===== src/rtl/rsc_frame_encoder.sv =====
// ----------------------------------------------------------------------------
// rsc_frame_encoder
//   Transmit-side source for the turbo/RSC decoder loopback. Encodes a frame of
//   K info bits with the 8-state recursive systematic convolutional code
//   (g0 = 13, g1 = 15 octal), then appends 3 trellis-termination steps that
//   drive the encoder back to the all-zero state. Every step is presented as a
//   systematic bit, a parity bit and their antipodal soft values.
//
// Parameters
//   K    info bits per frame (>= 1)
//   N    width of the signed soft outputs
//   AMP  soft magnitude: bit 0 -> +AMP, bit 1 -> -AMP
//
// Ports
//   clk          in   rising-edge clock
//   rst          in   synchronous active-high reset
//   in_bit       in   info bit
//   in_valid     in   in_bit valid
//   in_ready     out  in_bit is accepted this cycle when in_valid is high
//   out_sys      out  systematic bit (info bit, or tail input during termination)
//   out_par      out  parity bit
//   out_sys_llr  out  signed soft value of out_sys
//   out_par_llr  out  signed soft value of out_par
//   out_tail     out  current output is a termination step
//   out_last     out  final (third) termination step of the frame
//   out_valid    out  outputs valid
//   out_ready    in   downstream accepts the outputs
// ----------------------------------------------------------------------------
module rsc_frame_encoder #(
    parameter int K   = 40,
    parameter int N   = 5,
    parameter int AMP = 7
) (
    input  logic                clk,
    input  logic                rst,
    input  logic                in_bit,
    input  logic                in_valid,
    output logic                in_ready,
    output logic                out_sys,
    output logic                out_par,
    output logic signed [N-1:0] out_sys_llr,
    output logic signed [N-1:0] out_par_llr,
    output logic                out_tail,
    output logic                out_last,
    output logic                out_valid,
    input  logic                out_ready
);

    localparam int CW = $clog2(K + 1);

    typedef enum logic [1:0] {
        S_IDLE = 2'd0,
        S_DATA = 2'd1,
        S_TAIL = 2'd2
    } state_t;

    // Antipodal mapping: bit 0 -> +AMP, bit 1 -> -AMP.
    function automatic logic signed [N-1:0] soft_map(input logic b);
        logic signed [N-1:0] mag;
        mag = N'(AMP);
        return b ? -mag : mag;
    endfunction

    state_t              r_state;
    logic                r_d1, r_d2, r_d3;
    logic [CW-1:0]       r_cnt;
    logic [1:0]          r_tcnt;

    logic                r_out_sys;
    logic                r_out_par;
    logic signed [N-1:0] r_out_sys_llr;
    logic signed [N-1:0] r_out_par_llr;
    logic                r_out_tail;
    logic                r_out_last;
    logic                r_out_valid;

    logic                w_slot_free;
    logic                w_accept;
    logic                w_tail_load;
    logic                w_load;
    logic                w_u;
    logic                w_a;
    logic                w_par;

    // The single output slot can take a new step when it is empty or being drained.
    assign w_slot_free = !r_out_valid || out_ready;
    assign in_ready    = w_slot_free && (r_state == S_IDLE || r_state == S_DATA);
    assign w_accept    = in_valid && in_ready;
    assign w_tail_load = w_slot_free && (r_state == S_TAIL);
    assign w_load      = w_accept || w_tail_load;

    // During termination the input is chosen to cancel the feedback (a = 0),
    // flushing zeros into the shift register.
    assign w_u   = (r_state == S_TAIL) ? (r_d2 ^ r_d3) : in_bit;
    assign w_a   = w_u ^ r_d2 ^ r_d3;
    assign w_par = w_a ^ r_d1 ^ r_d3;

    always_ff @(posedge clk) begin
        if (rst) begin
            r_state       <= S_IDLE;
            r_d1          <= 1'b0;
            r_d2          <= 1'b0;
            r_d3          <= 1'b0;
            r_cnt         <= '0;
            r_tcnt        <= 2'd0;
            r_out_sys     <= 1'b0;
            r_out_par     <= 1'b0;
            r_out_sys_llr <= '0;
            r_out_par_llr <= '0;
            r_out_tail    <= 1'b0;
            r_out_last    <= 1'b0;
            r_out_valid   <= 1'b0;
        end else begin
            // Output slot and encoder advance together; nothing moves while stalled.
            if (w_load) begin
                r_out_sys     <= w_u;
                r_out_par     <= w_par;
                r_out_sys_llr <= soft_map(w_u);
                r_out_par_llr <= soft_map(w_par);
                r_out_tail    <= (r_state == S_TAIL);
                r_out_last    <= (r_state == S_TAIL) && (r_tcnt == 2'd2);
                r_out_valid   <= 1'b1;
                r_d3          <= r_d2;
                r_d2          <= r_d1;
                r_d1          <= w_a;
            end else if (out_ready) begin
                r_out_valid   <= 1'b0;
            end

            case (r_state)
                S_IDLE, S_DATA: begin
                    if (w_accept) begin
                        if (r_cnt == CW'(K - 1)) begin
                            r_state <= S_TAIL;
                            r_tcnt  <= 2'd0;
                        end else begin
                            r_state <= S_DATA;
                            r_cnt   <= r_cnt + CW'(1);
                        end
                    end
                end
                S_TAIL: begin
                    if (w_tail_load) begin
                        if (r_tcnt == 2'd2) begin
                            r_state <= S_IDLE;
                            r_cnt   <= '0;
                            r_tcnt  <= 2'd0;
                        end else begin
                            r_tcnt  <= r_tcnt + 2'd1;
                        end
                    end
                end
                default: begin
                    r_state <= S_IDLE;
                    r_cnt   <= '0;
                    r_tcnt  <= 2'd0;
                end
            endcase
        end
    end

    assign out_sys     = r_out_sys;
    assign out_par     = r_out_par;
    assign out_sys_llr = r_out_sys_llr;
    assign out_par_llr = r_out_par_llr;
    assign out_tail    = r_out_tail;
    assign out_last    = r_out_last;
    assign out_valid   = r_out_valid;

endmodule


===== config.mk =====
export PLATFORM = sky130hd
export DESIGN_NAME = rsc_frame_encoder
export DESIGN_NICKNAME = d
export VERILOG_FILES = /design/src/rtl/rsc_frame_encoder.sv
export SDC_FILE = /design/constraint.sdc
export NUM_CORES = 1
export LEC_CHECK = 0
export ABC_AREA = 1
export CAP_MARGIN = 25
export CORE_UTILIZATION = 51
export CTS_CLUSTER_DIAMETER = 60
export DETAILED_ROUTE_END_ITERATION = 7
export GPL_TIMING_DRIVEN = 0
export MAX_ROUTING_LAYER = met4
export PLACE_DENSITY = 0.78
export SYNTH_ARGS = -nofsm -noshare
export SYNTH_HDL_FRONTEND = slang
export SYNTH_SLANG_ARGS = --single-unit

===== constraint.sdc =====
create_clock -name clk -period 1.9 [get_ports clk]
set_input_delay 0.19 -clock clk [delete_from_list [all_inputs] [get_ports clk]]
set_output_delay 0.19 -clock clk [all_outputs]
set_load 0.02 [all_outputs]

==> reports/qor.csv, run 1 <==
metric,value,unit
outcome,"finished, final reports clean",
start_util,53.7,%
grt_overflow_total,0,
grt_pass1_vias,949,
path_max_fanout,4,
synth-main-ff-cell,dfxtp_1,
synth_area,1190,µm²
skew,4.64,ps
clock_sinks,21,
yosys_register_bits,21,
synthCells,159,
syn_to_final_growth,21.5,%
synth_cell_types,28,
drtAntennaViolNets,0,
via_count,1043,
synth_common_cells,"nand2_1, dfxtp_1, inv_1",
clockRootBuffer,clkbuf_4,
cp_data_required_time,1710,ps
cts-hold-fix-buffers,0,
die_x,50.3,µm
place_congestion,0.841,
setup_ws,193,ps
drt_iter0_drc,24,
die_h,50.3,µm
arrival,1520,ps
drv_slew,0,
synth_edf_count,0,
relSlewSlack,84.7,%
cts_buffers,3,
power.internal,0.000772,W
cp_slowest_stage_delay,540,ps
leakagePower,0.660,nW
clock_latency,310,ps
dpl.hpwl,1800,µm
async_flop_share,0,%
wl_per_cell,11.3,µm
p_per_area,837,nW/µm²
grt_max_degree,13,
wirelength,2360,µm
setup_viol,0,
core_area,2210,µm²
tritoncts,yes,
maxCapViolations,0,
antenna_cells,0,
synth.top_cells.by_area,"dfxtp_1, nand2_1, inv_1, nand3_1, a21oi_1",
syn_nets,165,
row_count,17,
synth_top_area_cell,dfxtp_1,
yosysMostFrequentCell,nand2_1,
viasPerCell,4.97,
dieArea,2530,µm²
ff2ff_setup_slack,390,ps
fin_nets,189,
finalHoldViolations,0,
yosysSeqAreaShare,35.4,%
finalCriticalPeriod,1710,ps
worst_setup_path_start_kind,flop,
htree_levels,1,
path_cells,inv_1 > nor2_2 > nor2_1 > clkdlybuf4s50_1,
fmax,0.586,GHz
path_class,flop to output port,
drc,0,
grt_usage,22.0,%
critPathCaptureType,output port,
tns,0,ps
grt_first_pass_wirelength,3980,µm
ys.warnings.count,0,
first_pass_iters,4,
power.switching,0.000436,W
avgSynthCellArea,7.47,µm²
boundaryPins,21,
comb_power_share,37.8,%
ir_drop,0.682,mV
clk_path_buf_depth,2,
grt_setup_unrepaired,no,
worst_pin_slew,227,ps
yosysTopAreaCellShare,35.4,%
hold_class,input pin to flop,
antenna_found_initial,0,
portBuffers,19,
post-place-ws,225,ps
crit_slowest_cell,clkdlybuf4s50_1,
drive_above_1_share,20.9,%
clockPowerShare,18.3,%
clk_pin_slew,120,ps
p_sw_share,36.1,%
final.period_utilization,89.8,%
seq_power_share,43.9,%
## per-layer routing
metal | wire [µm] | track usage, % | vias to the layer above
met5 | 0 | - | -
met4 | 42 | 10.0 | 0
met3 | 66 | 5.76 | 4
met2 | 1240 | 37.8 | 13
met1 | 1020 | 23.5 | 481
li1 | - | - | 545
## worst max-delay path: cells and delay by family (launching register included)
| family | cells | cell delay (ps) |
|---|---|---|
| buffers and inverters | 2 | 600 |
| flip-flops | 1 | 390 |
| AND/OR/NAND/NOR | 2 | 220 |
## cell usage in the layout (no fill, tap or decap), types with 3 or more instances in the layout
cell and instances:
nand2_1 32, dfxtp_1 21, inv_1 19, clkdlybuf4s50_1 19
nand3_1 14, nor2_1 13, a21oi_1 11, buf_4 7
nand2_2 5, o21ai_0 4, a21oi_2 3, o21ai_1 3
xor2_1 3, clkbuf_4 3
## logic make-up after synthesis
family,after synthesis,share of synthesized area (%)
fa+ha+maj,1,1.05
compound gates,24,11.9
xor+xnor,3,2.21
flops,21,35.4
buf+inv,33,15.2
simple gates,77,34.2
## what timing repair did
action	CTS	global route
setup buffers	0	0
setup endpoints to repair	0	1
gates resized for setup	0	1
## registers in the layout (all words and copies together), names as in the netlist, 2 cells and up
name / cells
r_cnt: 6
out_sys_llr: 3
out_par_llr: 2
r_state: 2
r_tcnt: 2
## cell type report
type,count,area [µm²]
Multi-Input combinational cell,105,589
Buffer,10,88.8
Inverter,23,91.3
Clock buffer,3,22.5
Tap cell,28,35.0
Sequential cell,21,420
Fill cell,194,769
Timing Repair Buffer,19,190
Clock inverter,1,5.00
## stage by stage
stage / area [µm²] / power, W / std cells / util, % / hold WS (ps)
3_3_place_gp: 1410 / 0.000985 / 206 / 63.9 / 410
6_report: 1440 / 0.00121 / 210 / 65.2 / 71.8
2_1_floorplan: 1190 / 0.000854 / 159 / - / 368
5_1_grt: 1440 / 0.00128 / 210 / 65.2 / 52.3
3_5_place_dp: 1410 / 0.000999 / 206 / 63.9 / 405
4_1_cts: 1440 / 0.00122 / 210 / 65.1 / 60.0
## final timing paths
| kind | from | cells after the start | endpoint |
|---|---|---|---|
| setup reg to reg | r_cnt[0] | 8 | r_tcnt[0] |
| hold reg to reg | out_tail | 2 | out_tail |
| hold / removal | rst | 2 | out_par_llr[2] |
| setup / recovery | out_valid | 4 | in_ready |
## power by group through the flow
stage          combinational (W)  sequential [W]  clock [W]
3_5_place_dp            0.000459        0.000540          0
5_1_grt                 0.000495        0.000537   0.000250
6_report                0.000456        0.000531   0.000220
2_1_floorplan           0.000295        0.000559          0
3_3_place_gp            0.000448        0.000537          0
4_1_cts                 0.000461        0.000531   0.000230
Note: power is estimated with default switching activity, not from simulation.
==> inputs of run 2 (changes only) <==
--- a/config.mk
+++ b/config.mk
@@ -11,7 +11,6 @@
 export CTS_CLUSTER_DIAMETER = 60
 export DETAILED_ROUTE_END_ITERATION = 7
 export GPL_TIMING_DRIVEN = 0
-export MAX_ROUTING_LAYER = met4
 export PLACE_DENSITY = 0.78
 export SYNTH_ARGS = -nofsm -noshare
 export SYNTH_HDL_FRONTEND = slang
==> run 2 against run 1 <==
  * Wire length about the same
  * Critical path type unchanged
  * Fmax is essentially flat
  * Largest cell class unchanged
  * Clock skew shrank 1.8 ps
  * Hold slack got worse by 0.80 ps
  * Setup slack got worse by 1.3 ps
==> reports/qor.csv, run 2 (same netlist as run 1, synthesis figures left out) <==
metric,value,unit
die_h,50.3,µm
skew,2.80,ps
ff2ff_path_depth,8,
finalHoldViolations,0,
path_class,flop to output port,
antenna_found_initial,0,
critPathCaptureType,output port,
final_cell_mix,"nand2_1, dfxtp_1, inv_1, clkdlybuf4s50_1, nand3_1",
clock_sinks,21,
drc,0,
crit_buf_inv,2,
p_per_area,838,nW/µm²
hold_slack,71.0,ps
worst_setup_path_start_kind,flop,
startpoint,out_valid,
power.internal,0.000772,W
cp_data_required_time,1710,ps
clockPowerShare,18.3,%
regMostFlops,r_cnt,
tritoncts,yes,
clk_pin_slew,120,ps
crit_family,buffers and inverters,
arrival,1520,ps
dieArea,2530,µm²
comb_power_share,37.8,%
setup_ws,192,ps
largest_register_ffs,6,
tns,0,ps
drv_slew,0,
grt_pass1_vias,948,
post-route-cell-area,1440,µm²
leakagePower,0.660,nW
wl_per_cell,11.3,µm
fin_nets,189,
stdcell_count,210,
row_count,17,
clock_latency,310,ps
die_x,50.3,µm
worstHoldStart,rst,
ff2ff_setup_slack,390,ps
ir_drop,0.681,mV
min_to,out_par_llr[2],
portBuffers,19,
clk_path_buf_depth,2,
mostFrequentLayoutCell,nand2_1,
final.period_utilization,89.9,%
cp_slowest_stage_delay,540,ps
syn_to_final_growth,21.5,%
grt_overflow_total,0,
placed_cells,206,
maxCapViolations,0,
drtAntennaViolNets,0,
place_congestion,0.829,
holdPathStages,2,
hold_class,input pin to flop,
fmax,0.585,GHz
outcome,"finished, final reports clean",
wirelength,2370,µm
via_count,1047,
reg2reg_to,r_tcnt[0],
power.switching,0.000437,W
viasPerCell,4.99,
dpl-instance-area,1410,µm²
boundaryPins,21,
htree_levels,1,
drive_above_1_share,20.9,%
grt_setup_unrepaired,no,
clockRootBuffer,clkbuf_4,
seq_power_share,43.9,%
post_cts_buffers,0,
grt_first_pass_wirelength,3980,µm
dpl.hpwl,1800,µm
path_cells,inv_1 > nor2_2 > nor2_1 > clkdlybuf4s50_1,
crit_slowest_cell,clkdlybuf4s50_1,
first_pass_iters,4,
path_max_fanout,4,
r2r_start,r_cnt[0],
start_util,53.7,%
relSlewSlack,84.6,%
post-place-ws,225,ps
core_area,2210,µm²
cts_buffers,3,
drt_iter0_drc,20,
worst_pin_slew,228,ps
p_sw_share,36.2,%
setup_viol,0,
finalCriticalPeriod,1710,ps
grt_usage,21.4,%
antenna_cells,0,
grt_max_degree,13,
run 2: cell counts in the layout (fill, tap and decap cells not counted):
Identical to the previous run, type by type.
run 2: power by group through the flow:
stage          clock network (W)  logic (W)  registers, W
4_1_cts                 0.000230   0.000461      0.000531
3_3_place_gp                   0   0.000448      0.000537
2_1_floorplan                  0   0.000295      0.000559
6_report                0.000221   0.000456      0.000531
5_1_grt                 0.000250   0.000495      0.000537
3_5_place_dp                   0   0.000459      0.000540
run 2: how the worst max path moves through the flow:
| stage | end | slack, ps | depth (start not counted) |
|---|---|---|---|
| after floorplan | r_tcnt[0] | 600 | 8 |
| after global placement | in_ready | 250 | 4 |
| after detailed placement | in_ready | 230 | 4 |
| after CTS | in_ready | 110 | 4 |
| after global routing | in_ready | 80 | 4 |
| final | in_ready | 190 | 4 |
run 2: what timing repair did:
action	4_1_cts	5_1_grt
gates resized for setup	0	1
hold buffers	0	0
endpoints found under the setup margin	0	1
run 2: layer usage:
metal  vias to the layer above  share of wire (%)  track usage [%]
met5                         -                  0                0
met4                         0                1.7             10.0
met3                         4                2.7             6.06
met2                        11                 52             37.8
met1                       484                 43             23.3
li1                        548                  -                -
run 2: layout make-up:
type,instances,area [µm²]
clock buffer,3,22.5
clock inverter,1,5.00
timing repair buffer,19,190
buffer,10,88.8
multi-input combinational,105,589
fill,194,769
tap,28,35.0
sequential,21,420
inverter,23,91.3
run 2: metrics by stage:
step | utilization [%] | total power (W)
final | 65.2 | 0.00121
after CTS | 65.1 | 0.00122
after floorplan | - | 0.000854
after global placement | 63.9 | 0.000985
after detailed placement | 63.9 | 0.000999
after global routing | 65.2 | 0.00128
==> inputs of run 3 (changes only) <==
--- a/config.mk
+++ b/config.mk
@@ -7,6 +7,7 @@
 export LEC_CHECK = 0
 export ABC_AREA = 1
 export CAP_MARGIN = 25
+export CORE_MARGIN = 5
 export CORE_UTILIZATION = 51
 export CTS_CLUSTER_DIAMETER = 60
 export DETAILED_ROUTE_END_ITERATION = 7
==> run 3 against run 2 <==
  * First-iteration DRC count up 10%
  * Critical path depth unchanged
  * Non-clock buffer count unchanged
  * Largest power group unchanged
==> reports/qor.csv, run 3 (same netlist as run 1, synthesis figures left out) <==
metric,value,unit
outcome,"finished, final reports clean",
grt_overflow_total,0,
p_sw_share,35.9,%
fin_nets,189,
p_per_area,834,nW/µm²
cts-hold-fix-buffers,0,
tns,0,ps
comb_power_share,38.2,%
ir_drop,0.693,mV
critical_path.most_common_cell,nor2_1,
crit_buf_inv,2,
antenna_found_initial,0,
drtAntennaViolNets,0,
grt_first_pass_wirelength,4260,µm
cp_slowest_stage_delay,540,ps
crit_slowest_cell,clkdlybuf4s50_1,
via_count,1047,
critPathCaptureType,output port,
wl_per_cell,11.6,µm
clk_pin_slew,120,ps
first_pass_iters,4,
power.internal,0.000771,W
grt_setup_unrepaired,no,
hold_class,input pin to flop,
final_cell_mix,"nand2_1, dfxtp_1, inv_1, clkdlybuf4s50_1",
grt_usage,15.9,%
arrival,1590,ps
tritoncts,yes,
worst_pin_slew,291,ps
finalCriticalPeriod,1780,ps
setup_viol,0,
dieArea,3390,µm²
core_area,2210,µm²
antenna_cells,0,
start_util,53.7,%
clock_latency,290,ps
drive_above_1_share,20.3,%
place_congestion,0.829,
final.period_utilization,93.6,%
skew,3.91,ps
relSlewSlack,80.5,%
largest_register_ffs,6,
final_util,65.1,%
hold_slack,96.3,ps
power.switching,0.000431,W
grt_max_degree,13,
cts_buffers,3,
grt_pass1_vias,997,
placed_cells,206,
p_total,0.00120,W
clockRootBuffer,clkbuf_4,
crit_family,buffers and inverters,
worst_setup_path_start_kind,flop,
mostFrequentLayoutCell,nand2_1,
row_count,17,
clock_sinks,21,
path_class,flop to output port,
cts_resized,0,
path_cells,inv_1 > nor2_1 > nor2_1 > clkdlybuf4s50_1,
die_h,58.3,µm
viasPerCell,4.99,
drt_iter0_drc,22,
portBuffers,19,
fmax,0.562,GHz
path_max_fanout,4,
drv_slew,0,
seq_power_share,44.1,%
wirelength,2430,µm
finalHoldViolations,0,
dpl.hpwl,1980,µm
syn_to_final_growth,21.3,%
cp_data_required_time,1710,ps
maxCapViolations,0,
leakagePower,0.660,nW
clk_path_buf_depth,2,
clockPowerShare,17.7,%
regMostFlops,r_cnt,
boundaryPins,21,
drc,0,
htree_levels,1,
die_x,58.3,µm
post_cts_buffers,0,
stdcell_count,210,
==> run 3: layer usage <==
layer / global-route usage (%) / wire, µm / up-vias
li1: - / - / 543
met1: 17.1 / 996 / 487
met2: 32.1 / 1350 / 15
met3: 2.67 / 69 / 2
met4: 2.98 / 14 / 0
met5: 0 / 0 / -
==> run 3: power groups by stage <==
| stage | clock network (W) | logic [W] | registers (W) |
|---|---|---|---|
| floorplan | 0 | 0.000295 | 0.000559 |
| global placement | 0 | 0.000451 | 0.000537 |
| detailed placement | 0 | 0.000463 | 0.000540 |
| CTS | 0.000223 | 0.000464 | 0.000530 |
| global route | 0.000243 | 0.000501 | 0.000539 |
| finish | 0.000212 | 0.000459 | 0.000530 |
==> run 3: cell type report <==
| class | instances | area (µm²) |
|---|---|---|
| multi-input combinational | 105 | 587 |
| buffer | 10 | 88.8 |
| inverter | 23 | 91.3 |
| sequential | 21 | 420 |
| fill | 191 | 772 |
| tap | 28 | 35.0 |
| timing repair buffer | 19 | 190 |
| clock buffer | 3 | 22.5 |
| clock inverter | 1 | 5.00 |
==> run 3: stage by stage <==
step	area, µm²	setup slack, ps
floorplan	1190	601
global placement	1410	246
detailed placement	1410	218
CTS	1440	109
global route	1440	27.4
finish	1440	121
==> run 3: path summary, 6_finish.rpt <==
check	cells past startpoint	end	slack, ps	startpoint
setup / recovery	4	in_ready	120	out_valid
hold reg to reg	2	out_tail	470	out_tail
setup reg to reg	8	r_tcnt[0]	350	r_cnt[0]
hold / removal	2	out_par_llr[2]	100	rst
